<file path="src/rtl/adder_pkg.sv">
// Shared types for the multicycle chunked adder: FSM state encoding and
// index-width helper used to size the chunk counter.
package adder_pkg;

    typedef enum logic [1:0] {
        IDLE = 2'd0,
        CALC = 2'd1,
        DONE = 2'd2
    } state_t;

    // A single-chunk adder still needs a 1-bit index register.
    function automatic int idx_width(input int n);
        return (n > 1) ? $clog2(n) : 1;
    endfunction

endpackage

</file>
<file path="src/rtl/adder_chunk_nb.sv">
// Combinational cbits-wide adder slice; also exposes the carry into its MSB
// so the top level can form signed overflow on the last chunk.
module adder_chunk_nb #(
    parameter int cbits = 4
) (
    input  logic [cbits-1:0] in0,
    input  logic [cbits-1:0] in1,
    input  logic             cin,
    output logic [cbits-1:0] sum,
    output logic             cout,
    output logic             cmsb
);

    logic [cbits:0] full;

    assign full = {1'b0, in0} + {1'b0, in1} + {{cbits{1'b0}}, cin};
    assign sum  = full[cbits-1:0];
    assign cout = full[cbits];
    // The MSB sum bit is a^b^carry_in, so the carry into it falls out by XOR.
    assign cmsb = full[cbits-1] ^ in0[cbits-1] ^ in1[cbits-1];

endmodule

</file>
<file path="src/rtl/adder_multicycle_nb.sv">
// Multicycle adder: latches operands, adds one cbits chunk per cycle with a
// registered carry, then presents sum/cout/ovf with a valid/ready handshake.
module adder_multicycle_nb
    import adder_pkg::*;
#(
    parameter int nbits = 16,
    parameter int cbits = 4
) (
    input  logic             clk,
    input  logic             rst_n,
    input  logic             in_val,
    output logic             in_rdy,
    input  logic [nbits-1:0] in0,
    input  logic [nbits-1:0] in1,
    input  logic             cin,
    output logic             out_val,
    input  logic             out_rdy,
    output logic [nbits-1:0] sum,
    output logic             cout,
    output logic             ovf
);

    localparam int NCHUNKS = nbits / cbits;
    localparam int IDXW    = idx_width(NCHUNKS);
    localparam logic [IDXW-1:0] LAST = IDXW'(NCHUNKS - 1);

    state_t           state_q, state_d;
    logic [IDXW-1:0]  idx_q, idx_d;
    logic             carry_q, carry_d;
    logic [nbits-1:0] a_q, a_d;
    logic [nbits-1:0] b_q, b_d;
    logic [nbits-1:0] sum_q, sum_d;
    logic             cout_q, cout_d;
    logic             ovf_q, ovf_d;

    logic [cbits-1:0] a_chunk, b_chunk, ch_sum;
    logic             ch_cout, ch_cmsb;

    // Select the operand chunk addressed by the current index.
    always_comb begin
        a_chunk = '0;
        b_chunk = '0;
        for (int i = 0; i < NCHUNKS; i++) begin
            if (idx_q == IDXW'(i)) begin
                a_chunk = a_q[i*cbits +: cbits];
                b_chunk = b_q[i*cbits +: cbits];
            end
        end
    end

    adder_chunk_nb #(
        .cbits (cbits)
    ) u_chunk (
        .in0  (a_chunk),
        .in1  (b_chunk),
        .cin  (carry_q),
        .sum  (ch_sum),
        .cout (ch_cout),
        .cmsb (ch_cmsb)
    );

    always_comb begin
        state_d = state_q;
        idx_d   = idx_q;
        carry_d = carry_q;
        a_d     = a_q;
        b_d     = b_q;
        sum_d   = sum_q;
        cout_d  = cout_q;
        ovf_d   = ovf_q;

        case (state_q)
            IDLE: begin
                if (in_val) begin
                    a_d     = in0;
                    b_d     = in1;
                    carry_d = cin;
                    idx_d   = '0;
                    state_d = CALC;
                end
            end
            CALC: begin
                for (int i = 0; i < NCHUNKS; i++) begin
                    if (idx_q == IDXW'(i)) begin
                        sum_d[i*cbits +: cbits] = ch_sum;
                    end
                end
                carry_d = ch_cout;
                if (idx_q == LAST) begin
                    cout_d  = ch_cout;
                    ovf_d   = ch_cout ^ ch_cmsb;
                    idx_d   = '0;
                    state_d = DONE;
                end else begin
                    idx_d = idx_q + IDXW'(1);
                end
            end
            DONE: begin
                if (out_rdy) begin
                    state_d = IDLE;
                end
            end
            default: state_d = IDLE;
        endcase
    end

    always_ff @(posedge clk) begin
        if (!rst_n) begin
            state_q <= IDLE;
            idx_q   <= '0;
            carry_q <= 1'b0;
            a_q     <= '0;
            b_q     <= '0;
            sum_q   <= '0;
            cout_q  <= 1'b0;
            ovf_q   <= 1'b0;
        end else begin
            state_q <= state_d;
            idx_q   <= idx_d;
            carry_q <= carry_d;
            a_q     <= a_d;
            b_q     <= b_d;
            sum_q   <= sum_d;
            cout_q  <= cout_d;
            ovf_q   <= ovf_d;
        end
    end

    assign in_rdy  = (state_q == IDLE);
    assign out_val = (state_q == DONE);
    assign sum     = sum_q;
    assign cout    = cout_q;
    assign ovf     = ovf_q;

endmodule

</file>
<file path="config.mk">
export PLATFORM = sky130hd
export DESIGN_NAME = adder_multicycle_nb
export DESIGN_NICKNAME = d
export VERILOG_FILES = /design/src/rtl/adder_pkg.sv /design/src/rtl/adder_chunk_nb.sv /design/src/rtl/adder_multicycle_nb.sv
export SDC_FILE = /design/constraint.sdc
export NUM_CORES = 1
export LEC_CHECK = 0
export ABC_AREA = 1
export BUFFER_PORTS_ARGS = -buffer_cell sky130_fd_sc_hd__buf_2
export CAP_MARGIN = 20
export CORE_ASPECT_RATIO = 1.2
export CORE_MARGIN = 8
export CORE_UTILIZATION = 54
export CTS_BUF_LIST = sky130_fd_sc_hd__clkbuf_8 sky130_fd_sc_hd__clkbuf_16
export DETAILED_ROUTE_END_ITERATION = 7
export GPL_TIMING_DRIVEN = 1
export HOLD_SLACK_MARGIN = 0.05
export PLACE_DENSITY = 0.8
export SYNTH_ARGS = -nofsm -noshare
export SYNTH_HDL_FRONTEND = slang
export SYNTH_HIERARCHICAL = 1
export SYNTH_SLANG_ARGS = --single-unit
</file>
<file path="constraint.sdc">
create_clock -name clk -period 3.6 [get_ports clk]
set_clock_uncertainty 0.2 [all_clocks]
set_input_delay 0 -clock clk [delete_from_list [all_inputs] [get_ports clk]]
set_output_delay 0 -clock clk [all_outputs]
set_load 0.02 [all_outputs]
</file>
### Yosys cells after proc, flatten, opt, wreduce, memory -nomap -nowiden

Cells that the tools add are included.

* bitwise operators: 3
* muxes and demuxes: 17
* reductions and logical operators: 10
* equal/unequal tests: 8
* add/subtract/negate cells: 3

Operators with widths (number)
* two-way mux 4 bit: 8
* AND reduction 2 bit: 6
* two-way mux 2 bit: 5
* equality test 2 bit (second input constant): 3
* one-hot mux 2 bit (3 select lines): 1
* adder 4 x 4 -> 5 bit: 1
* adder 5 x 1 -> 5 bit: 1
* equality test 2 x 1 -> 1 bit (second input constant): 2
* logical NOT 2 bit: 2
* inequality test 2 bit (second input constant): 2
* one-hot mux 2 bit (2 select lines): 1
* AND reduction 3 bit: 1
* bitwise XOR 1 bit: 3
* adder 2 x 1 -> 2 bit (second input constant): 1
* inequality test 2 x 1 -> 1 bit (second input constant): 1
* one-hot mux 1 bit (2 select lines): 1
* nonzero test 2 bit: 1
* two-way mux 1 bit: 1

* input bits: 37
* register bits: 55
* word-level logic and storage cells: 52
* output and inout bits: 20

### Logic depth before layout (Yosys ltp)

Gate-level depths: netlist (run 1).

* depth after elaboration: 10
* gate-level depth with buffers: 18
* mapped depth without buffers: 17

### Hierarchy

Netlist (run 1), hierarchy kept.

By module, submodules not included
* adder_multicycle_nb: area an instance 2357.3 sq um, times used 1, seq. area each 1101.1 sq um, cells each 319
* adder_chunk_nb: area an instance 200.2 sq um, times used 1, seq. area each 0.0 sq um, cells each 31

### Worst setup path after synthesis (run 1)

OpenSTA, ideal clock, no wires.

* kind: register to register
* from: register idx_q[0]
* to: register ovf_q, in the netlist ovf
* data arrival time: 2.549 ns
* path buffers: 1
* library setup time: 0.118 ns
* path slack: 0.733 ns
* period minus slack after synthesis: 2.867 ns
* data required time: 3.282 ns
* stages on the path, launching flop included: 17
* path through: dfxtp_1 -> inv_1 -> ha_1 -> buf_2 -> inv_1 -> o21ai_0 -> a21o_1 -> nand2_1 -> fa_1 -> inv_1 -> fa_1 -> o31ai_1 -> inv_1 -> nand2_1 -> nand2_1 -> nand2_1 -> a21oi_1

* elaborated cells between the ends (all ways): 18
* those cells by class: add/sub (2); eq/ne (3); mux (8); bitwise (3); reduce/logical (2)

RTL lines
* start: declaration: line adder_multicycle_nb.sv:28 `logic [IDXW-1:0] idx_q, idx_d;`
* start signal: assignment: line adder_multicycle_nb.sv:119 `idx_q <= idx_d;`
* logical NOT 2 bit: line adder_multicycle_nb.sv:44 `if (idx_q == IDXW'(i)) begin`
* two-way mux 4 bit (3 in a row): line adder_multicycle_nb.sv:44
* two-way mux 4 bit (*): line adder_multicycle_nb.sv:44
* via a_chunk[0]: line adder_multicycle_nb.sv:36 `logic [cbits-1:0] a_chunk, b_chunk, ch_sum;`
* adder 4 x 4 -> 5 bit (*): line adder_chunk_nb.sv:16 `assign full = {1'b0, in0} + {1'b0, in1} + {{cbits{1'b0}}, cin};`
* adder 5 x 1 -> 5 bit (*): line adder_chunk_nb.sv:16
* via ch_cout: line adder_multicycle_nb.sv:37 `logic ch_cout, ch_cmsb;`
* bitwise XOR 1 bit (*): line adder_multicycle_nb.sv:91 `ovf_d = ch_cout ^ ch_cmsb;`
* end signal: assignment: line adder_multicycle_nb.sv:125 `ovf_q <= ovf_d;`
* end: declaration: line adder_multicycle_nb.sv:34 `logic ovf_q, ovf_d;`

The timed path passes the listed nets; every way through them passes the cells marked *.
A chain may end at the register's enable or synchronous reset.

### Worst setup path in the final report (run 1)

Same ends and word-level chain as after synthesis.

==> results.yml, run 1 <==
clock_network:
  cts_tree: "done"
  clk_pin_slew_worst_paths_ns: 0.08
  cts_num_sinks: 55
  insertion_delay_ns: 0.31
  cts_root_buffer: "clkbuf_8"
  cts-resized-gates: 0
  cts_inserted_buffers: 5
  htree_levels: 2
  cts_buffer_depth: 2
  cts_setup_buffers: 0
  ctsHoldBuffers: 36
sta:
  max_freq_ghz: 0.3111
  grt_setup_unrepaired: "false"
  fin_setup_tns_ns: 0
  finalHoldViolations: 0
  worst_pin_slew_ns: 0.7238
  post-route-min-period_ns: 3.215
  post-route-period-util_pct: 89.30
  setup_viol: 0
  slew_viol_final: 0
  relSlewSlack_pct: 51.75
  worst_hold_slack_ns: 0.08473
  fin_ws_ns: 0.3851
worst_setup_path:
  rr_worst_depth: 14
  critPathLaunch: "idx_q[0]"
  endpoint_kind: "register"
  arrival_ns: 3.25
  r2r-end: "ovf"
  path_class: "register to register"
  crit_path_max_fanout: 9
  slowest_stage: "o31ai_1"
  r2r-start: "idx_q[0]"
  cp-start-kind: "register"
  cpPeakStageDelay_ns: 0.48
  required_ns: 3.63
  crit_chain: "inv_1 -> ha_1 -> inv_1 -> o21ai_0 -> a21o_1 -> nand2_1 -> fa_1 -> inv_1 -> fa_1 -> o31ai_1 -> nand2_1 -> nand2_1 -> nand2_1 -> a21oi_1"
  cpMostUsedCell: "nand2_1"
  crit_end: "ovf"
  rrSetupSlack_ns: 0.39
yosys:
  synth-seq-cells: 55
  synthCells: 350
  synth_edf_count: 0
  yosys_warnings: 6
  avgSynthCellArea_um2: 7.307
  ys_seq_area_share_pct: 43.05
  syn_nets: 396
  async_flop_share_pct: 0
  synth_area_mm2: 0.002557
  ys.flop_type: "dfxtp_1"
  ys_types: 25
grt:
  grt_max_degree: 52
  grt_pass1_vias: 2522
  grt_usage_pct: 19.35
  grt_pass1_wl_um: 11510
  grt_antenna_before_repair: 0
  overflow: 0
routing:
  wl_per_cell_um: 13.61
  drtIter0Drc: 233
  dr.pass1.iters: 4
  vias: 2517
  ant_nets: 0
  drc: 0
  drt-total-wl_um: 6708
  vias_per_cell: 5.105
power:
  vdd_drop_max_uv: 319.6
  p_leak_nw: 1.570
  p_per_area_mw_per_mm2: 426.5
  design_power_total_w: 0.001405
cells_and_area:
  diodes: 0
  multi_input_area_mm2: 0.001266
  area_delta_synth_final_pct: 28.82
  drive_gt1_share_pct: 17.70
  finalNonFillerCells: 493
  n_fill_cell: 383
  regArea_mm2: 0.001101
  nets: 480
floorplanning:
  rows: 27
  ios: 57
  fp.dieW_um: 78.82
  fp.dieH_um: 91.39
  dieArea_mm2: 0.007203
  core_area_mm2: 0.004561
  initial_core_util_pct: 56.08
run:
  maxCapViolCount: 0
status:
  outcome: "finished, final reports clean"
place:
  hpwl_um: 4610
  dp_slack_ns: 0.4639
  gp_congestion: 0.8940
  placed_cells: 449
  port_buffers: 56
worst_hold_path:
  min_path_type: "primary input to register"
[report_power, final]
part           leakage (nW)  internal (W)  switching [W]
clock network        0.0612      0.000225       0.000189
logic                  1.06      0.000127       0.000188
registers             0.452      0.000650      0.0000272
[layer usage]
layer,part of all wire [%],routed length (µm),vias up,global-route usage (%)
li1,-,-,1289,-
met5,0,0,-,0
met2,51,3413,79,33.63
met4,1.8,123,0,6.502
met3,6.2,413,12,5.424
met1,41,2757,1137,21.98
[logic make-up (layout without fill, tap and decap cells)]
kind of cell	Yosys count	count (layout)	synth area share, %
simple gates	162	162	26.81
compound gates	82	82	17.03
flops	55	55	43.05
buf+inv	40	125	7.436
fa+ha+maj	9	9	4.990
xor+xnor	2	2	0.6851
[sequential cells by signal, summed over array words and instances, names as in the netlist]
name,count
a_q,16
b_q,16
sum,16
idx_q,2
state_q,2
carry_q,1
cout,1
ovf,1
[layout make-up]
class                   count  area share, %
clock buffers               6          2.507
well taps                  58          2.203
flip-flops and latches     55          33.42
inverters                  25          2.924
repair buffers             92          19.45
multi-input cells         255          38.44
clock inverters             2          1.063
[stage by stage]
step	instance area (µm²)	util, %
6_report	3294	72.24
5_1_grt	3294	72.24
4_1_cts	3294	72.24
3_5_place_dp	2816	61.76
3_3_place_gp	2816	61.76
2_1_floorplan	2557	-
[synthesized netlist by cell type (2+ instances only)]
master / instances / area share (%)
nor2_1: 103 / 15
dfxtp_1: 55 / 43
o21ai_0: 51 / 10
nand2_1: 34 / 5.0
inv_1: 21 / 3.1
nand3_1: 16 / 3.1
a21oi_1: 14 / 2.7
a21o_1: 8 / 2.3
ha_1: 7 / 3.4
o21ai_1: 7 / 1.4
clkbuf_1: 6 / 0.88
nor2_4: 5 / 2.2
buf_4: 3 / 0.88
buf_6: 3 / 1.3
inv_2: 3 / 0.44
clkbuf_2: 2 / 0.39
fa_1: 2 / 1.6
nand2_4: 2 / 0.88
xnor2_1: 2 / 0.69
[worst max-delay path, delay by kind of cell, from the launching register on]
kind | cells | cell delay (ns)
flops | 1 | 0.39
simple gates | 4 | 0.32
buf+inv | 3 | 0.39
compound gates | 4 | 0.92
fa+ha+maj | 3 | 0.92
[cells in the final DEF, fill, tap and decap left out]
master and instances:
nand3_1 16, nor2_1 103, inv_1 21, fa_1 2, dlygate4sd3_1 36, o31ai_1 1
nand2_4 2, a21o_1 8, xnor2_1 2, o21a_1 1, buf_2 56, nor2_2 1
a21oi_1 14, bufinv_16 1, dfxtp_1 55, nor2_4 5, ha_1 7, clkinv_2 1
nand2_1 34, o21ai_1 7, inv_4 1, nand2_2 1, o21ai_0 51, inv_2 3
clkbuf_8 6
[worst min-delay path by stage]
stage / from / end / slack (ns) / depth (start not counted)
4_1_cts: rst_n / state_q[0] / 0.08 / 2
3_5_place_dp: in1[10] / b_q[10] / 0.05 / 3
3_3_place_gp: in1[10] / b_q[10] / 0.04 / 3
6_report: rst_n / state_q[0] / 0.08 / 2
2_1_floorplan: in1[12] / b_q[12] / -0.05 / 2
5_1_grt: rst_n / state_q[0] / 0.12 / 2
No activity file was read; power rests on OpenSTA's default activity.
==> run 2: changes to the inputs <==
--- a/config.mk
+++ b/config.mk
@@ -15,7 +15,7 @@
 export DETAILED_ROUTE_END_ITERATION = 7
 export GPL_TIMING_DRIVEN = 1
 export HOLD_SLACK_MARGIN = 0.05
-export PLACE_DENSITY = 0.8
+export PLACE_DENSITY = 0.79
 export SYNTH_ARGS = -nofsm -noshare
 export SYNTH_HDL_FRONTEND = slang
 export SYNTH_HIERARCHICAL = 1
==> run 2 against run 1 <==
  * Utilization down 0.52 points
  * Global-route usage down 0.49 points
  * Register-to-register slack better by 0.03 ns
  * Sequential power about the same
  * Non-clock buffer count unchanged
  * Die area unchanged
  * Design area down 0.72%
  * Critical path depth unchanged
  * Clock power down 18%
  * Setup slack better by 0.029 ns
  * Critical path type unchanged
  * Largest cell class unchanged
==> results.yml, run 2 (synthesis results as in run 1) <==
clock_network:
  cts_tree: "done"
  cts_setup_buffers: 0
  htree_levels: 2
  insertion_delay_ns: 0.31
  cts_buffer_depth: 2
  cts_root_buffer: "clkbuf_8"
  cts_num_sinks: 55
  clk_pin_slew_worst_paths_ns: 0.09
  cts_inserted_buffers: 5
sta:
  fin_ws_ns: 0.4144
  setup_viol: 0
  relSlewSlack_pct: 52.22
  max_freq_ghz: 0.3139
  finalHoldViolations: 0
  fin_setup_tns_ns: 0
  post-route-period-util_pct: 88.49
  worst_pin_slew_ns: 0.7167
  slew_viol_final: 0
  post-route-min-period_ns: 3.186
  grt_setup_unrepaired: "false"
cells_and_area:
  final_common_cell: "nor2_1"
  n_fill_cell: 376
  drive_gt1_share_pct: 17.70
  fin_area_mm2: 0.003271
  regArea_mm2: 0.001101
  area_delta_synth_final_pct: 27.89
  nets: 480
  multi_input_area_mm2: 0.001266
  layout_common_cells: "nor2_1, buf_2, dfxtp_1"
  finalNonFillerCells: 493
  diodes: 0
worst_setup_path:
  endpoint_kind: "register"
  crit_path_max_fanout: 9
  path_class: "register to register"
  arrival_ns: 3.23
  cp-start-kind: "register"
  required_ns: 3.64
floorplanning:
  core_area_mm2: 0.004561
  rows: 27
  initial_core_util_pct: 56.08
  dieArea_mm2: 0.007203
  fp.dieH_um: 91.39
  fp.dieW_um: 78.82
  ios: 57
grt:
  grt_max_degree: 52
  grt_usage_pct: 18.86
  grt_pass1_vias: 2475
  grt_antenna_before_repair: 0
  overflow: 0
  grt_pass1_wl_um: 11210
run:
  maxCapViolCount: 0
power:
  vdd_drop_max_uv: 236.6
  p_per_area_mw_per_mm2: 405.3
  p_leak_nw: 1.553
place:
  hpwl_um: 4492
  placed_cells: 449
  gp_congestion: 0.8526
  dp_slack_ns: 0.4415
  port_buffers: 56
  place_area_mm2: 0.002816
routing:
  vias_per_cell: 5.071
  drt-total-wl_um: 6492
  dr.pass1.iters: 4
  wl_per_cell_um: 13.17
  drc: 0
  vias: 2500
  drtIter0Drc: 205
  ant_nets: 0
status:
  outcome: "finished, final reports clean"
worst_hold_path:
  min_path_type: "primary input to register"
run 2: cell types whose count changed in the layout (fill, tap and decap cells not counted), sizes merged:
cell,delta
bufinv,-1
clkbuf,-1
clkinvlp,+1
clkinv,+1
run 2: final timing paths:
check	to	cells after the start	slack (ns)	start
worst max-delay path	ovf	14	0.41	idx_q[0]
worst min-delay path	state_q[0]	2	0.08	rst_n
worst max register to register	ovf	14	0.41	idx_q[0]
worst min register to register	cout	2	0.28	cout
run 2: layer usage:
layer / GRT usage, % / routed length (µm)
met5: 0 / 0
met4: 5.882 / 74
met3: 4.043 / 270
met2: 31.90 / 3284
met1: 23.08 / 2862
run 2: stage by stage:
step                hold slack (ns)   power, W  util [%]
finish                      0.08240   0.001326     71.71
global route                 0.1239   0.001405     71.71
CTS                         0.06721   0.001332     71.71
floorplan                  -0.05417  0.0008928         -
global placement            0.04313  0.0009573     61.76
detailed placement          0.04856  0.0009658     61.76
run 2: final cells by class:
| cell class | instances | area share, % |
|---|---|---|
| multi-input combinational | 255 | 38.71 |
| sequential | 55 | 33.66 |
| timing repair buffer | 92 | 19.59 |
| inverter | 25 | 2.946 |
| tap | 58 | 2.219 |
| clock buffer | 5 | 2.104 |
| clock inverter | 3 | 0.7651 |
run 2: timing repair:
action	in CTS	in global routing
resized for setup	0	0
endpoints found under the hold margin	36	0
hold buffers	36	0
run 2: power breakdown:
group          internal, W  total, W  switching (W)
Sequential        0.000650  0.000677      0.0000272
Clock             0.000139  0.000341       0.000201
Combinational     0.000127  0.000308       0.000181
run 2: critical path, cell delays in order (launching register included):
cell     delay, ns
dfxtp_1       0.40
inv_1         0.10
ha_1          0.30
inv_1         0.26
o21ai_0       0.13
a21o_1        0.17
nand2_1       0.08
fa_1          0.22
inv_1         0.06
fa_1          0.40
o31ai_1       0.47
nand2_1       0.10
nand2_1       0.08
nand2_1       0.05
a21oi_1       0.13
==> run 3: changes to the inputs <==
--- a/config.mk
+++ b/config.mk
@@ -10,13 +10,12 @@
 export CAP_MARGIN = 20
 export CORE_ASPECT_RATIO = 1.2
 export CORE_MARGIN = 8
-export CORE_UTILIZATION = 54
+export CORE_UTILIZATION = 48
 export CTS_BUF_LIST = sky130_fd_sc_hd__clkbuf_8 sky130_fd_sc_hd__clkbuf_16
 export DETAILED_ROUTE_END_ITERATION = 7
 export GPL_TIMING_DRIVEN = 1
 export HOLD_SLACK_MARGIN = 0.05
-export PLACE_DENSITY = 0.79
+export PLACE_DENSITY = 0.74
 export SYNTH_ARGS = -nofsm -noshare
 export SYNTH_HDL_FRONTEND = slang
-export SYNTH_HIERARCHICAL = 1
 export SYNTH_SLANG_ARGS = --single-unit
==> constraint.sdc (replaced) <==
create_clock -name clk -period 2.9 [get_ports clk]
set_clock_uncertainty 0.2 [all_clocks]
set_input_delay 0 -clock clk [delete_from_list [all_inputs] [get_ports clk]]
set_output_delay 0 -clock clk [all_outputs]
set_load 0.02 [all_outputs]
==> run 3 against run 2 <==
  * Area after synthesis decreased by 0.68%
  * Critical path depth increased by 3
  * Worst hold slack got worse by 0.036 ns
  * Global-route usage decreased by 1.8 points
  * Sequential share of layout area decreased by 0.52 points
  * Sequential power increased by 24%
  * Critical endpoint unchanged
  * Largest cell class unchanged
  * Final cell count increased by 1.4%
  * Critical path type unchanged
  * Register-to-register slack got worse by 0.20 ns
==> results.yml, run 3 <==
status:
  outcome: "finished, final reports clean"
grt:
  grt_max_degree: 44
  grt-busiest-layer: "met2"
  overflow: 0
  grt_antenna_before_repair: 0
  grt_use_met3_pct: 4.623
  use_met1_pct: 18.74
  grt_pass1_wl_um: 10740
  grt.met2_usage_pct: 30.61
  grt_usage_pct: 17.11
  grt_pass1_vias: 2452
cells_and_area:
  diodes: 0
  area_delta_synth_final_pct: 31.08
  final_common_cell: "nor2_1"
  n_fill_cell: 494
  nets: 483
  drive_gt1_share_pct: 21.92
  layout_common_cells: "nor2_1, buf_2, dfxtp_1"
sta:
  setup_viol: 0
  fin_ws_ns: 0.2123
  max_freq_ghz: 0.3721
  post-route-min-period_ns: 2.688
  finalHoldViolations: 0
  worst_pin_slew_ns: 0.6531
  post-route-period-util_pct: 92.68
  relSlewSlack_pct: 56.46
  slew_viol_final: 0
clock_network:
  cts_tree: "done"
  insertion_delay_ns: 0.31
  cts_root_buffer: "clkbuf_8"
  clk_pin_slew_worst_paths_ns: 0.09
  cts_buffer_depth: 2
  htree_levels: 2
  cts_num_sinks: 55
  cts_inserted_buffers: 5
worst_setup_path:
  critPathLaunch: "idx_q[0]"
  crit_path_max_fanout: 7
  path_class: "register to register"
  r2r-start: "idx_q[0]"
  cp-start-kind: "register"
  endpoint_kind: "register"
  arrival_ns: 2.70
  required_ns: 2.91
yosys:
  async_flop_share_pct: 0
  synthTopCellsByArea: "dfxtp_1, nor2_1, o21ai_1"
  ys_seq_area_share_pct: 43.35
  avgSynthCellArea_um2: 7.299
  synth_top_cell_area_share_pct: 43.35
  ys_types: 26
  synth-seq-cells: 55
  yosys_warnings: 0
  synth_edf_count: 0
  synth_common_cells: "nor2_1, dfxtp_1, nand2_1"
  ys.flop_type: "dfxtp_1"
  syn_nets: 394
  synth_top_area_cell: "dfxtp_1"
  synth_area_mm2: 0.002540
  synth_most_common_cell: "nor2_1"
  synthCells: 348
floorplanning:
  dieArea_mm2: 0.007885
  initial_core_util_pct: 48.95
  rows: 29
  core_area_mm2: 0.005189
  ios: 57
  fp.dieH_um: 95.69
  fp.dieW_um: 82.41
power:
  p_leak_nw: 1.594
  design_power_total_w: 0.001721
  vdd_drop_max_uv: 317.9
  p_per_area_mw_per_mm2: 516.9
routing:
  vias_per_cell: 5.038
  wl_per_cell_um: 12.79
  ant_nets: 0
  dr.pass1.iters: 4
  vias: 2519
  drt-total-wl_um: 6396
  drc: 0
  drtIter0Drc: 105
place:
  dp_slack_ns: 0.09262
  port_buffers: 56
  hpwl_um: 4517
  gp_congestion: 0.9211
worst_hold_path:
  hp-start: "rst_n"
  min_path_type: "primary input to register"
run:
  maxCapViolCount: 0
run 3: path summary, 6_finish.rpt:
kind                      to  slack [ns]  depth (start not counted)
setup / recovery         ovf        0.21                         17
setup reg to reg         ovf        0.21                         17
hold reg to reg       sum[8]        0.26                          2
hold / removal    state_q[0]        0.05                          2
run 3: cell type report:
| class | count | area, µm² | area share, % |
|---|---|---|---|
| Tap cell | 62 | 77.57 | 2.330 |
| Clock inverter | 1 | 3.754 | 0.1127 |
| Inverter | 30 | 112.6 | 3.382 |
| Clock buffer | 7 | 96.34 | 2.894 |
| Multi-Input combinational cell | 247 | 1255 | 37.69 |
| Sequential cell | 55 | 1104 | 33.15 |
| Timing Repair Buffer | 98 | 680.7 | 20.44 |
run 3: per-stage QoR:
stage | hold slack (ns) | instance area (µm²) | instances | util [%] | setup TNS (ns)
global placement | 0.03412 | 2867 | 458 | 55.24 | 0
detailed placement | 0.04306 | 2867 | 458 | 55.24 | 0
finish | 0.04676 | 3329 | 500 | 64.17 | 0
floorplan | -0.05122 | 2540 | 348 | - | 0
global route | 0.1092 | 3329 | 500 | 64.17 | -0.003606
CTS | 0.05245 | 3307 | 500 | 63.73 | 0
run 3: metal layers:
metal  vias up  share of wire [%]
li1       1311                  -
met1      1130                 41
met2        68                 50
met3        10                7.0
met4         0                2.0
met5         -                  0
run 3: report_power, final:
group	leakage [nW]	switching, W	internal (W)
sequential	0.453	0.0000307	0.000807
clock	0.0557	0.000234	0.000215
combinational	1.09	0.000254	0.000180
run 3: worst max-delay path: stages (launching register included):
cell      delay (ns)
dfxtp_2         0.40
inv_1           0.09
ha_2            0.23
buf_4           0.16
inv_2           0.11
o211ai_1        0.13
a21oi_1         0.29
ha_1            0.29
nand3_1         0.14
nand2_1         0.09
nand2_1         0.08
nand3_1         0.07
nand2_1         0.09
inv_1           0.04
nand2_1         0.05
nand3_1         0.06
nand2_1         0.06
inv_1           0.03
run 3: repair_timing:
item | 4_1_cts | 5_1_grt
hold buffers | 34 | 0
setup endpoints to repair | 0 | 5
hold endpoints to repair | 34 | 0
gates resized for setup | 0 | 11
setup buffers | 0 | 0
run 3: cells by family (layout without fill, tap and decap cells):
family / Yosys count / in the layout / synth area share (%)
AO/OA/AOI/OAI: 91 / 91 / 19.21
XOR/XNOR: 1 / 1 / 0.3449
flip-flops: 55 / 55 / 43.35
buffers and inverters: 46 / 136 / 8.029
adder cells (fa/ha/maj): 9 / 9 / 5.025
AND/OR/NAND/NOR: 146 / 146 / 24.04
